==> config.mk <==
export PLATFORM = sky130hd
export DESIGN_NAME = scan_sequencer
export DESIGN_NICKNAME = d
export VERILOG_FILES = /design/src/rtl/scan_sequencer.sv
export SDC_FILE = /design/constraint.sdc
export NUM_CORES = 1
export LEC_CHECK = 0
export BUFFER_PORTS_ARGS = -buffer_cell sky130_fd_sc_hd__buf_2
export CELL_PAD_IN_SITES_DETAIL_PLACEMENT = 2
export CELL_PAD_IN_SITES_GLOBAL_PLACEMENT = 2
export CORE_UTILIZATION = 39
export CTS_CLUSTER_DIAMETER = 120
export DETAILED_ROUTE_END_ITERATION = 8
export HOLD_SLACK_MARGIN = 0.1
export PLACE_DENSITY_LB_ADDON = 0.1
export REMOVE_ABC_BUFFERS = 1
export SETUP_SLACK_MARGIN = 0.3
export SYNTH_ARGS = -nofsm -noshare
export SYNTH_HDL_FRONTEND = slang
export SYNTH_SLANG_ARGS = --single-unit
==> constraint.sdc <==
create_clock -name clk -period 4.4 [get_ports clk]
set_clock_uncertainty 0.15 [all_clocks]
set_input_delay 0.66 -clock clk [delete_from_list [all_inputs] [get_ports clk]]
set_output_delay 0.66 -clock clk [all_outputs]
set_load 0.005 [all_outputs]
==> src/rtl/scan_sequencer.sv <==
// Scans the enabled channels in ascending order and dwells DWELL_CYCLES on each channel.
// After the last channel it publishes the sensed bits as one 16-bit frame, using a valid/ready handshake.
module scan_sequencer #(
  parameter int DWELL_CYCLES = 8
) (
  input  logic        clk,
  input  logic        rst_n,
  input  logic        start,
  input  logic        continuous,
  input  logic [15:0] chan_mask,
  input  logic        sense,
  output logic [3:0]  sel,
  output logic        sel_valid,
  output logic [15:0] frame,
  output logic        frame_valid,
  input  logic        frame_ready,
  output logic        busy,
  output logic        overrun
);

  typedef enum logic {IDLE, SCAN} state_t;

  localparam logic [7:0] LAST = 8'(DWELL_CYCLES - 1);

  state_t      state, state_nxt;
  logic [15:0] mask;
  logic [15:0] shadow;
  logic [15:0] shadow_upd;
  logic [7:0]  dwell;
  logic [3:0]  first_sel;
  logic [3:0]  next_sel;
  logic        has_next;
  logic        accept;
  logic        zero_start;
  logic        dwell_end;
  logic        scan_done;
  logic        rescan;
  logic        load;
  logic [15:0] load_dat;

  always_comb begin
    first_sel = '0;
    for (int i = 15; i >= 0; i--)
      if (chan_mask[i]) first_sel = 4'(i);
  end

  always_comb begin
    next_sel = '0;
    has_next = 1'b0;
    for (int i = 15; i >= 0; i--)
      if (mask[i] && (i > int'(sel))) begin
        next_sel = 4'(i);
        has_next = 1'b1;
      end
  end

  // Shadow including the sample taken at the current edge, so the final channel lands in the frame.
  always_comb begin
    shadow_upd      = shadow;
    shadow_upd[sel] = sense;
  end

  assign accept     = (state == IDLE) && start;
  assign zero_start = accept && (chan_mask == '0);
  assign dwell_end  = (state == SCAN) && (dwell == LAST);
  assign scan_done  = dwell_end && !has_next;
  assign rescan     = scan_done && continuous && (chan_mask != '0);
  assign load       = zero_start || scan_done;
  assign load_dat   = zero_start ? '0 : shadow_upd;

  assign busy      = (state == SCAN);
  assign sel_valid = (state == SCAN);

  always_ff @(posedge clk or negedge rst_n) begin
    if (!rst_n) state <= IDLE;
    else        state <= state_nxt;
  end

  always_comb begin
    state_nxt = state;
    case (state)
      IDLE:    if (start && (chan_mask != '0)) state_nxt = SCAN;
      SCAN:    if (scan_done && !rescan) state_nxt = IDLE;
      default: state_nxt = IDLE;
    endcase
  end

  always_ff @(posedge clk or negedge rst_n) begin
    if (!rst_n) begin
      mask   <= '0;
      shadow <= '0;
      sel    <= '0;
      dwell  <= '0;
    end else if (accept) begin
      mask   <= chan_mask;
      shadow <= '0;
      sel    <= first_sel;
      dwell  <= '0;
    end else if (dwell_end) begin
      dwell <= '0;
      if (has_next) begin
        sel    <= next_sel;
        shadow <= shadow_upd;
      end else if (rescan) begin
        mask   <= chan_mask;
        shadow <= '0;
        sel    <= first_sel;
      end else begin
        shadow <= shadow_upd;
        sel    <= '0;
      end
    end else if (state == SCAN) begin
      dwell <= dwell + 8'd1;
    end
  end

  always_ff @(posedge clk or negedge rst_n) begin
    if (!rst_n) begin
      frame       <= '0;
      frame_valid <= 1'b0;
      overrun     <= 1'b0;
    end else begin
      if (load) begin
        frame       <= load_dat;
        frame_valid <= 1'b1;
      end else if (frame_valid && frame_ready) begin
        frame_valid <= 1'b0;
      end
      // A start clears stale overrun, but an empty-mask start can itself overwrite a pending frame.
      if (accept)
        overrun <= load && frame_valid && !frame_ready;
      else if (load && frame_valid && !frame_ready)
        overrun <= 1'b1;
    end
  end

endmodule

==> Word level (Yosys, flattened, before mapping) <==
Cells that the tools add are included.
W data, S select, Z words.
{ "classes": {"add_sub_neg": 1, "n_mul": 0, "n_div": 0, "n_lt_le_gt_ge": 17, "eq_ne": 2, "shifts": 0, "n_mux": 72, "bitwise": 1, "reduce_logical": 39} }
{ "ops": {"columns": ["op", "n"], "rows": [
  ["$mux W16", 9],
  ["$mux W4", 35],
  ["$gt A4 B4 Y1 const A", 8],
  ["$logic_and A1 B1 Y1", 27],
  ["$mux W8", 3],
  ["$mux W1", 22],
  ["$bwmux W16", 1],
  ["$gt A3 B4 Y1 const A", 4],
  ["$logic_not A16 Y1", 1],
  ["$reduce_bool A16 Y1", 1],
  ["$add A8 B1 Y8 const B", 1],
  ["$eq A8 B3 Y1 const B", 1],
  ["$gt A2 B4 Y1 const A", 2],
  ["$reduce_bool A2 Y1", 4],
  ["$lt A4 B5 Y1 const B", 1],
  ["$demux W1 S4", 1],
  ["$ge A4 B1 Y1 const B", 1],
  ["$gt A1 B4 Y1 const A", 1],
  ["$logic_not A1 Y1", 3],
  ["$reduce_and A3 Y1", 1],
  ["$reduce_bool A3 Y1", 1],
  ["$ne A2 B1 Y1 const B", 1],
  ["$pmux W1 S2", 1],
  ["$logic_or A1 B1 Y1", 1],
  ["$not A1 Y1", 1]
]} }
{ "totals": {"regBits": 63, "latchBits": 0, "ram_bits": 0, "rom_bits": 0, "in_bits": 22, "out_inout_bits": 24, "elab_cells": 140, "mem_count": 0} }

==> Logic depth before layout (Yosys ltp) <==
Gate-level depths: netlist (run 1).
{ "depth": {"ltp_word": 25, "depth_mapped": 10} }

==> Worst setup path before layout (run 1) <==
No wires, ideal clock.
{ "synth_timing": {"path_type": "in2reg", "startpoint": "input port chan_mask[1]", "endpoint": "register mask[10]", "setup_ps": 125, "arrival_time_ps": 2235, "required_ps": 4125, "setup_slack_ps": 1890, "cell_stages": 7, "path_cell_list": "nor4_1 nand4_1 and2_1 a31oi_4 buf_6 buf_12 mux2_4"} }
{ "synth_via": {"elab_chain_cells": 4} }
{ "synth_rtl": {"columns": ["item", "line_no", "source"], "rows": [
  ["start, declared", "10", "input logic [15:0] chan_mask,"],
  ["$reduce_bool A16 Y1", "67", "assign rescan = scan_done && continuous && (chan_mask != '0);"],
  ["$logic_and A1 B1 Y1", "67", null],
  ["$reduce_bool A2 Y1 (no source line)", null, null],
  ["$reduce_and A3 Y1 (no source line)", null, null],
  ["end signal, assigned", "95", "mask <= chan_mask;"],
  ["end signal, assigned", "105", "mask <= chan_mask;"],
  ["end, declared", "26", "logic [15:0] mask;"]
]} }
Every way passes these cells.
A chain may end at the register's enable or synchronous reset.

==> Worst setup path after layout (run 1) <==
{ "layout_timing": {"startpoint": "register sel[2]", "endpoint": "register state (netlist: busy)"} }
{ "layout_via": {"elab_chain_cells": 25} }
{ "layout_rtl": {"columns": ["item", "line_no", "source"], "rows": [
  ["start, declared", "12", "output logic [3:0] sel,"],
  ["start signal, assigned", "97", "sel <= first_sel;"],
  ["start signal, assigned", "102", "sel <= next_sel;"],
  ["start signal, assigned", "107", "sel <= first_sel;"],
  ["$gt A4 B4 Y1", "51", "if (mask[i] && (i > int'(sel))) begin"],
  ["$logic_and A1 B1 Y1", "51", null],
  ["$mux W1 (14 in series)", "51", null],
  ["$mux W1 *", "51", null],
  ["$logic_not A1 Y1 *", "66", "assign scan_done = dwell_end && !has_next;"],
  ["$logic_and A1 B1 Y1 *", "66", null],
  ["$logic_and A1 B1 Y1 (2 in series)", "67", null],
  ["$logic_not A1 Y1", "83", "SCAN: if (scan_done && !rescan) state_nxt = IDLE;"],
  ["$logic_and A1 B1 Y1 *", "83", null],
  ["$mux W1 *", "83", null],
  ["$pmux W1 S2 *", "81", "case (state)"],
  ["via state_nxt", "25", "state_t state, state_nxt;"],
  ["end signal, assigned", "76", "else state <= state_nxt;"],
  ["end, declared", "25", null]
]} }
Mark *: on every way through the listed nets, which the timed path passes. The rest lies on a longest branch.

==> flow_summary.json, run 1 <==
{
  "overflow": 0,
  "power.total_uw": 1954,
  "r2r_end": "busy$_DFF_PN0_",
  "p_clk_share_pct": 22.3,
  "crit_type": "reg2reg",
  "path_max_fanout": 35,
  "r2r-start": "sel[2]$_DFFE_PN0P_",
  "p_sw_uw": 781.4,
  "netlist_area_um2": 3418,
  "switching_share_pct": 39.98,
  "routabilityCongestion": 0.7859,
  "hp-class": "in2async",
  "numCtsBuffers": 9,
  "wl_mm": 10.01,
  "critPathCapture": "busy$_DFF_PN0_",
  "tns_ns": 0,
  "portBuffers": 45,
  "cts_setup_buffers": 0,
  "cts_max_level": 3,
  "ys_types": 60,
  "grt_first_pass_wirelength_mm": 16.29,
  "ff2ff_setup_slack_ns": 1.05,
  "max_freq_mhz": 298.8,
  "syn_inst": 360,
  "seq_area_frac_synth_pct": 45.39,
  "cts_resized": 0,
  "drc_errors": 0,
  "reg2regPathDepth": 6,
  "die_w_um": 95.62,
  "layout-drive-gt1-share_pct": 21.09,
  "synth_top_area_cell": "dfrtp_1",
  "worstPathRequired_ns": 4.46,
  "first_pass_iters": 4,
  "rsz0062_at_grt": "no",
  "finalHoldViolations": 0,
  "p_seq_share_pct": 44.3,
  "async_flop_share_pct": 100.0,
  "synth_edf_count": 0,
  "cp-start-kind": "register",
  "endpoint_kind": "register",
  "maxSlewHeadroom_pct": 32.85,
  "syn_avg_cell_area_um2": 9.495,
  "max_cap_violations": 0,
  "tightest_slew_ns": 1.005,
  "period_share_pct": 76.05,
  "internal-power_uw": 1173,
  "whs_ns": 0.3010,
  "via_count": 2923,
  "irDropWorstVdd_mv": 0.1788,
  "yosys-top-cells-area": "dfrtp_1, o21ai_0, nand2_1, mux2i_1, nand3_1",
  "grt_pass1_vias": 3102,
  "status": "completed",
  "path_clk_slew_ns": 0.08,
  "ys_warn_count": 0,
  "synth.top_cell.area_share_pct": 45.39,
  "dpl-instance-area_um2": 3669,
  "drt_iter0_markers": 137,
  "cts_tree": "built",
  "setup_viol_count_final": 0,
  "io_pins": 46,
  "clockRootBuffer": "clkbuf_8",
  "period_needed_ns": 3.346,
  "final_area_um2": 3824,
  "routedWlPerCell_um": 19.71,
  "antenna_found_initial": 0,
  "grt_usage_pct": 23.84,
  "cts_num_sinks": 62,
  "fin_nets": 422,
  "utilization_pct": 45.84,
  "vias_per_cell": 5.754,
  "total_leakage_power_uw": 0.001691,
  "fp.dieH_um": 95.62,
  "hpwl_mm": 6.964,
  "critPathLaunch": "sel[2]$_DFFE_PN0P_",
  "start_util_pct": 40.98,
  "die_area_um2": 9143,
  "antenna_left": 0,
  "cts_buffer_depth": 2,
  "power_density_nw_per_um2": 511.1,
  "syn_to_final_growth_pct": 11.86,
  "diodes": 0,
  "placementRows": 33,
  "worstPathArrival_ns": 3.41,
  "synth-seq-cells": 62,
  "pwr-share-comb_pct": 33.4,
  "cts_hold_buf": 0,
  "core_um2": 8341,
  "drv_slew": 0,
  "clock_latency_ns": 0.34,
  "grt_start_max_net_pins": 39,
  "synth_flop_cell": "dfrtp_1"
}
[state kept, by name (all words and copies together) (netlist names)]
register and flops:
mask 15, busy 1, dwell 8, frame 16, sel 4, shadow 16
overrun 1, frame_valid 1
[cell usage after synthesis, types with 2 or more instances]
cell type  number
a221oi_1        2
nand3_1        27
inv_1           5
nor2_1         26
clkbuf_1        6
o21bai_1        2
mux2i_1        16
mux2_4          4
buf_1           3
nand2b_1       10
nand4_1         3
buf_2           6
nor2b_1         9
o211ai_1        3
a22o_1          2
or2_2           2
nor3_1          7
nand2_1        43
o21ai_0        44
a21oi_1        10
o31ai_1         4
and2b_1         2
nor4_1          5
buf_6           4
o22ai_1         4
xor2_1          4
mux2_2          9
and2_1          2
dfrtp_1        62
a21boi_0        2
o221ai_1        2
a21o_1          2
[metrics by stage]
step / cells / worst slack (ns)
4_1_cts: 508 / 1.063
3_3_place_gp: 493 / 1.103
2_1_floorplan: 339 / 1.734
3_5_place_dp: 493 / 1.001
5_1_grt: 508 / 0.7392
6_report: 508 / 1.054
[per-layer routing]
metal,track usage (%),vias up,routed length (µm)
met2,42.32,41,5161
met5,0,-,0
li1,-,1379,-
met3,4.147,9,233
met4,7.463,0,150
met1,29.23,1494,4466
[power groups by stage]
stage | clock network [µW] | logic, µW | registers, µW
6_report | 435 | 653 | 866
5_1_grt | 468 | 727 | 888
4_1_cts | 447 | 664 | 863
3_5_place_dp | 0 | 654 | 874
3_3_place_gp | 0 | 620 | 858
2_1_floorplan | 0 | 457 | 815
[worst max-delay path, cell delays in order, from the launching register on]
cell     delay [ns]
dfrtp_1        0.88
nand2_1        0.32
o22ai_1        0.34
and4_1         0.39
nand2_1        0.64
o21ai_0        0.38
o21ai_0        0.12
[worst min-delay path by stage]
stage                          start                     to  slack [ns]  cells after the start
6_report                       rst_n    mask[6]$_DFFE_PN0P_        0.30                      1
3_5_place_dp   shadow[1]$_DFFE_PN0P_  shadow[1]$_DFFE_PN0P_        0.32                      2
4_1_cts                        rst_n    mask[6]$_DFFE_PN0P_        0.32                      1
2_1_floorplan                  rst_n         busy$_DFF_PN0_        0.21                      0
5_1_grt                        rst_n    mask[4]$_DFFE_PN0P_        0.34                      1
3_3_place_gp   shadow[6]$_DFFE_PN0P_  shadow[6]$_DFFE_PN0P_        0.31                      2
[cell families after synthesis]
group / share of synthesized area (%)
AOI/OAI and AO/OA: 17.57
xor gates and xnor gates: 1.281
adders and majority gates: 0.3660
buffers and inverters: 4.539
DFF: 45.39
muxes: 9.407
and+or+nand+nor: 21.45
[layout by cell type, fill, tap and decap left out, types with 2 or more instances in the layout]
cell,n
a21oi_1,10
dfrtp_1,62
or2_2,2
and2_1,2
a221oi_1,2
o211ai_1,3
xor2_1,4
clkbuf_8,9
nand3_1,27
nor3_1,7
a22o_1,2
o31ai_1,4
inv_1,5
o221ai_1,2
a21o_1,2
o22ai_1,4
mux2_4,4
nor4_1,5
buf_2,45
clkinv_2,4
nand2b_1,10
nor2b_1,9
a21boi_0,2
o21ai_0,44
and2b_1,2
nand2_1,43
buf_4,4
nand4_1,3
nor2_1,26
mux2_2,9
o21bai_1,2
mux2i_1,16
[area by class of cell]
cell class | instances | area, µm²
fill | 950 | 4517
timing repair buffer | 49 | 255.2
multi-input combinational | 272 | 1712
clock inverter | 5 | 27.53
sequential | 62 | 1551
tap | 105 | 131.4
clock buffer | 10 | 127.6
inverter | 5 | 18.77
(Power assumes the default switching activity.)
==> run 2, diff against run 1 <==
CORE_UTILIZATION = 32   (was 39)
clock period = 2.94 ns   (was 4.4 ns; I/O delays follow)
==> run 2 against run 1 <==
Effect of this change:
- first-iteration DRC count decreased by 29%
- sequential share of layout area decreased by 2.7 points
- final cell count increased by 11%
- register-to-register slack got worse by 0.68 ns
- worst setup slack got worse by 0.68 ns
- hold slack got worse by 0.12 ns
==> flow_summary.json, run 2 (same netlist as run 1, synthesis figures left out) <==
{
  "top_regs": "frame x16, shadow x16, mask x15",
  "irDropWorstVdd_mv": 0.2654,
  "overflow": 0,
  "setup_viol_count_final": 0,
  "clockRootBuffer": "clkbuf_8",
  "rsz0062_at_grt": "yes",
  "antenna_found_initial": 0,
  "min-delay-start": "chan_mask[0]",
  "p_clk_share_pct": 24.0,
  "clock_latency_ns": 0.35,
  "finalHoldViolations": 0,
  "dpl-instance-area_um2": 3822,
  "total_leakage_power_uw": 0.001814,
  "path_max_fanout": 20,
  "p_seq_share_pct": 41.0,
  "grt_pass1_vias": 3197,
  "cts_buffer_depth": 2,
  "path_common_cell": "nor4_4",
  "place_inst": 536,
  "instances_no_fill": 562,
  "power.total_uw": 3110,
  "crit_chain": "nor4_4 > o211ai_4 > nor4_4 > a31oi_4 > buf_12 > or4_1 > o211ai_1",
  "drt_iter0_markers": 97,
  "start_util_pct": 33.11,
  "critPathLaunch": "dwell[6]$_DFFE_PN0P_",
  "status": "completed",
  "crit_type": "reg2reg",
  "syn_to_final_growth_pct": 20.28,
  "worstPathRequired_ns": 3.05,
  "grt_first_pass_wirelength_mm": 16.83,
  "max_freq_mhz": 390.0,
  "wl_mm": 10.19,
  "cts_max_level": 3,
  "first_pass_iters": 4,
  "numCtsBuffers": 9,
  "max_cap_violations": 0,
  "die_area_um2": 11100,
  "utilization_pct": 39.83,
  "core_um2": 10320,
  "diodes": 0,
  "cts_num_sinks": 62,
  "die_w_um": 105.4,
  "layout-drive-gt1-share_pct": 27.23,
  "routabilityCongestion": 0.8013,
  "fp.dieH_um": 105.4,
  "period_needed_ns": 2.564,
  "switching_share_pct": 38.08,
  "path_clk_slew_ns": 0.07,
  "tns_ns": 0,
  "portBuffers": 45,
  "grt_usage_pct": 19.64,
  "final_common_cell": "dfrtp_1",
  "endpoint_kind": "register",
  "worstPathArrival_ns": 2.67,
  "slowest_stage": "or4_1",
  "fin_nets": 444,
  "cts_tree": "built",
  "internal-power_uw": 1925,
  "routedWlPerCell_um": 18.12,
  "drv_slew": 0,
  "hp-class": "in2reg",
  "io_pins": 46,
  "grt_start_max_net_pins": 36,
  "cp-start-kind": "register",
  "tightest_slew_ns": 0.6488,
  "hpwl_mm": 7.437,
  "vias_per_cell": 5.361,
  "power_density_nw_per_um2": 756.4,
  "nFillCells": 1140,
  "maxSlewHeadroom_pct": 56.75,
  "period_share_pct": 87.22,
  "drc_errors": 0,
  "via_count": 3013,
  "placementRows": 37,
  "p_sw_uw": 1184,
  "r2r-start": "dwell[6]$_DFFE_PN0P_",
  "pwr-share-comb_pct": 35.0,
  "final_area_um2": 4111,
  "final_cell_mix": "dfrtp_1, buf_2, o21ai_0",
  "antenna_left": 0,
  "slowest_delay_ns": 0.49
}
-- run 2: layout make-up --
| class | count | area, µm² | share of cell area [%] |
|---|---|---|---|
| clock buffer | 10 | 127.6 | 3.104 |
| clock inverter | 6 | 62.56 | 1.522 |
| inverter | 5 | 18.77 | 0.4565 |
| multi-input combinational | 272 | 1725 | 41.97 |
| sequential | 62 | 1559 | 37.92 |
| tap | 136 | 170.2 | 4.139 |
| timing repair buffer | 71 | 447.9 | 10.89 |
-- run 2: final timing paths --
path,to,slack (ns),cells after the start
setup / recovery,sel[1]$_DFFE_PN0P_,0.38,7
hold / removal,sel[0]$_DFFE_PN0P_,0.18,2
setup reg to reg,sel[1]$_DFFE_PN0P_,0.38,7
hold reg to reg,shadow[9]$_DFFE_PN0P_,0.34,2
max in group asynchronous,sel[3]$_DFFE_PN0P_,1.38,3
min in group asynchronous,mask[7]$_DFFE_PN0P_,0.50,2
-- run 2: per-stage QoR --
stage,hold WS [ns],setup WS [ns]
5_1_grt,0.1730,0.2908
2_1_floorplan,-0.004591,0.2735
3_5_place_dp,0.3191,0.2325
3_3_place_gp,0.3102,0.3240
4_1_cts,0.1778,0.3348
6_report,0.1837,0.3756
-- run 2: routing by layer --
metal,up-vias,global-route usage [%],part of all wire [%]
met4,0,7.344,1.9
met2,43,34.92,51
li1,1420,-,-
met3,10,3.525,2.5
met5,-,0,0
met1,1540,23.52,45
-- run 2: power groups by stage --
stage	logic, µW	registers, µW	clock network, µW
after floorplan	684	1220	0
after global placement	1020	1280	0
after detailed placement	1050	1290	0
after CTS	1060	1280	775
after global routing	1210	1310	808
final	1090	1280	745
-- run 2: worst max-delay path, delay by kind of cell (launching register included) --
| family | cells | cell delay [ns] |
|---|---|---|
| buffers and inverters | 1 | 0.18 |
| AND/OR/NAND/NOR | 3 | 1.27 |
| AO/OA/AOI/OAI | 3 | 0.42 |
| flip-flops | 1 | 0.44 |
-- run 2: timing repair --
item	CTS	global route
endpoints found under the hold margin	23	0
hold buffers	1	0
pin swaps	0	3
buffers inserted	0	9
gates resized for setup	4	6
endpoints found under the setup margin	1	1
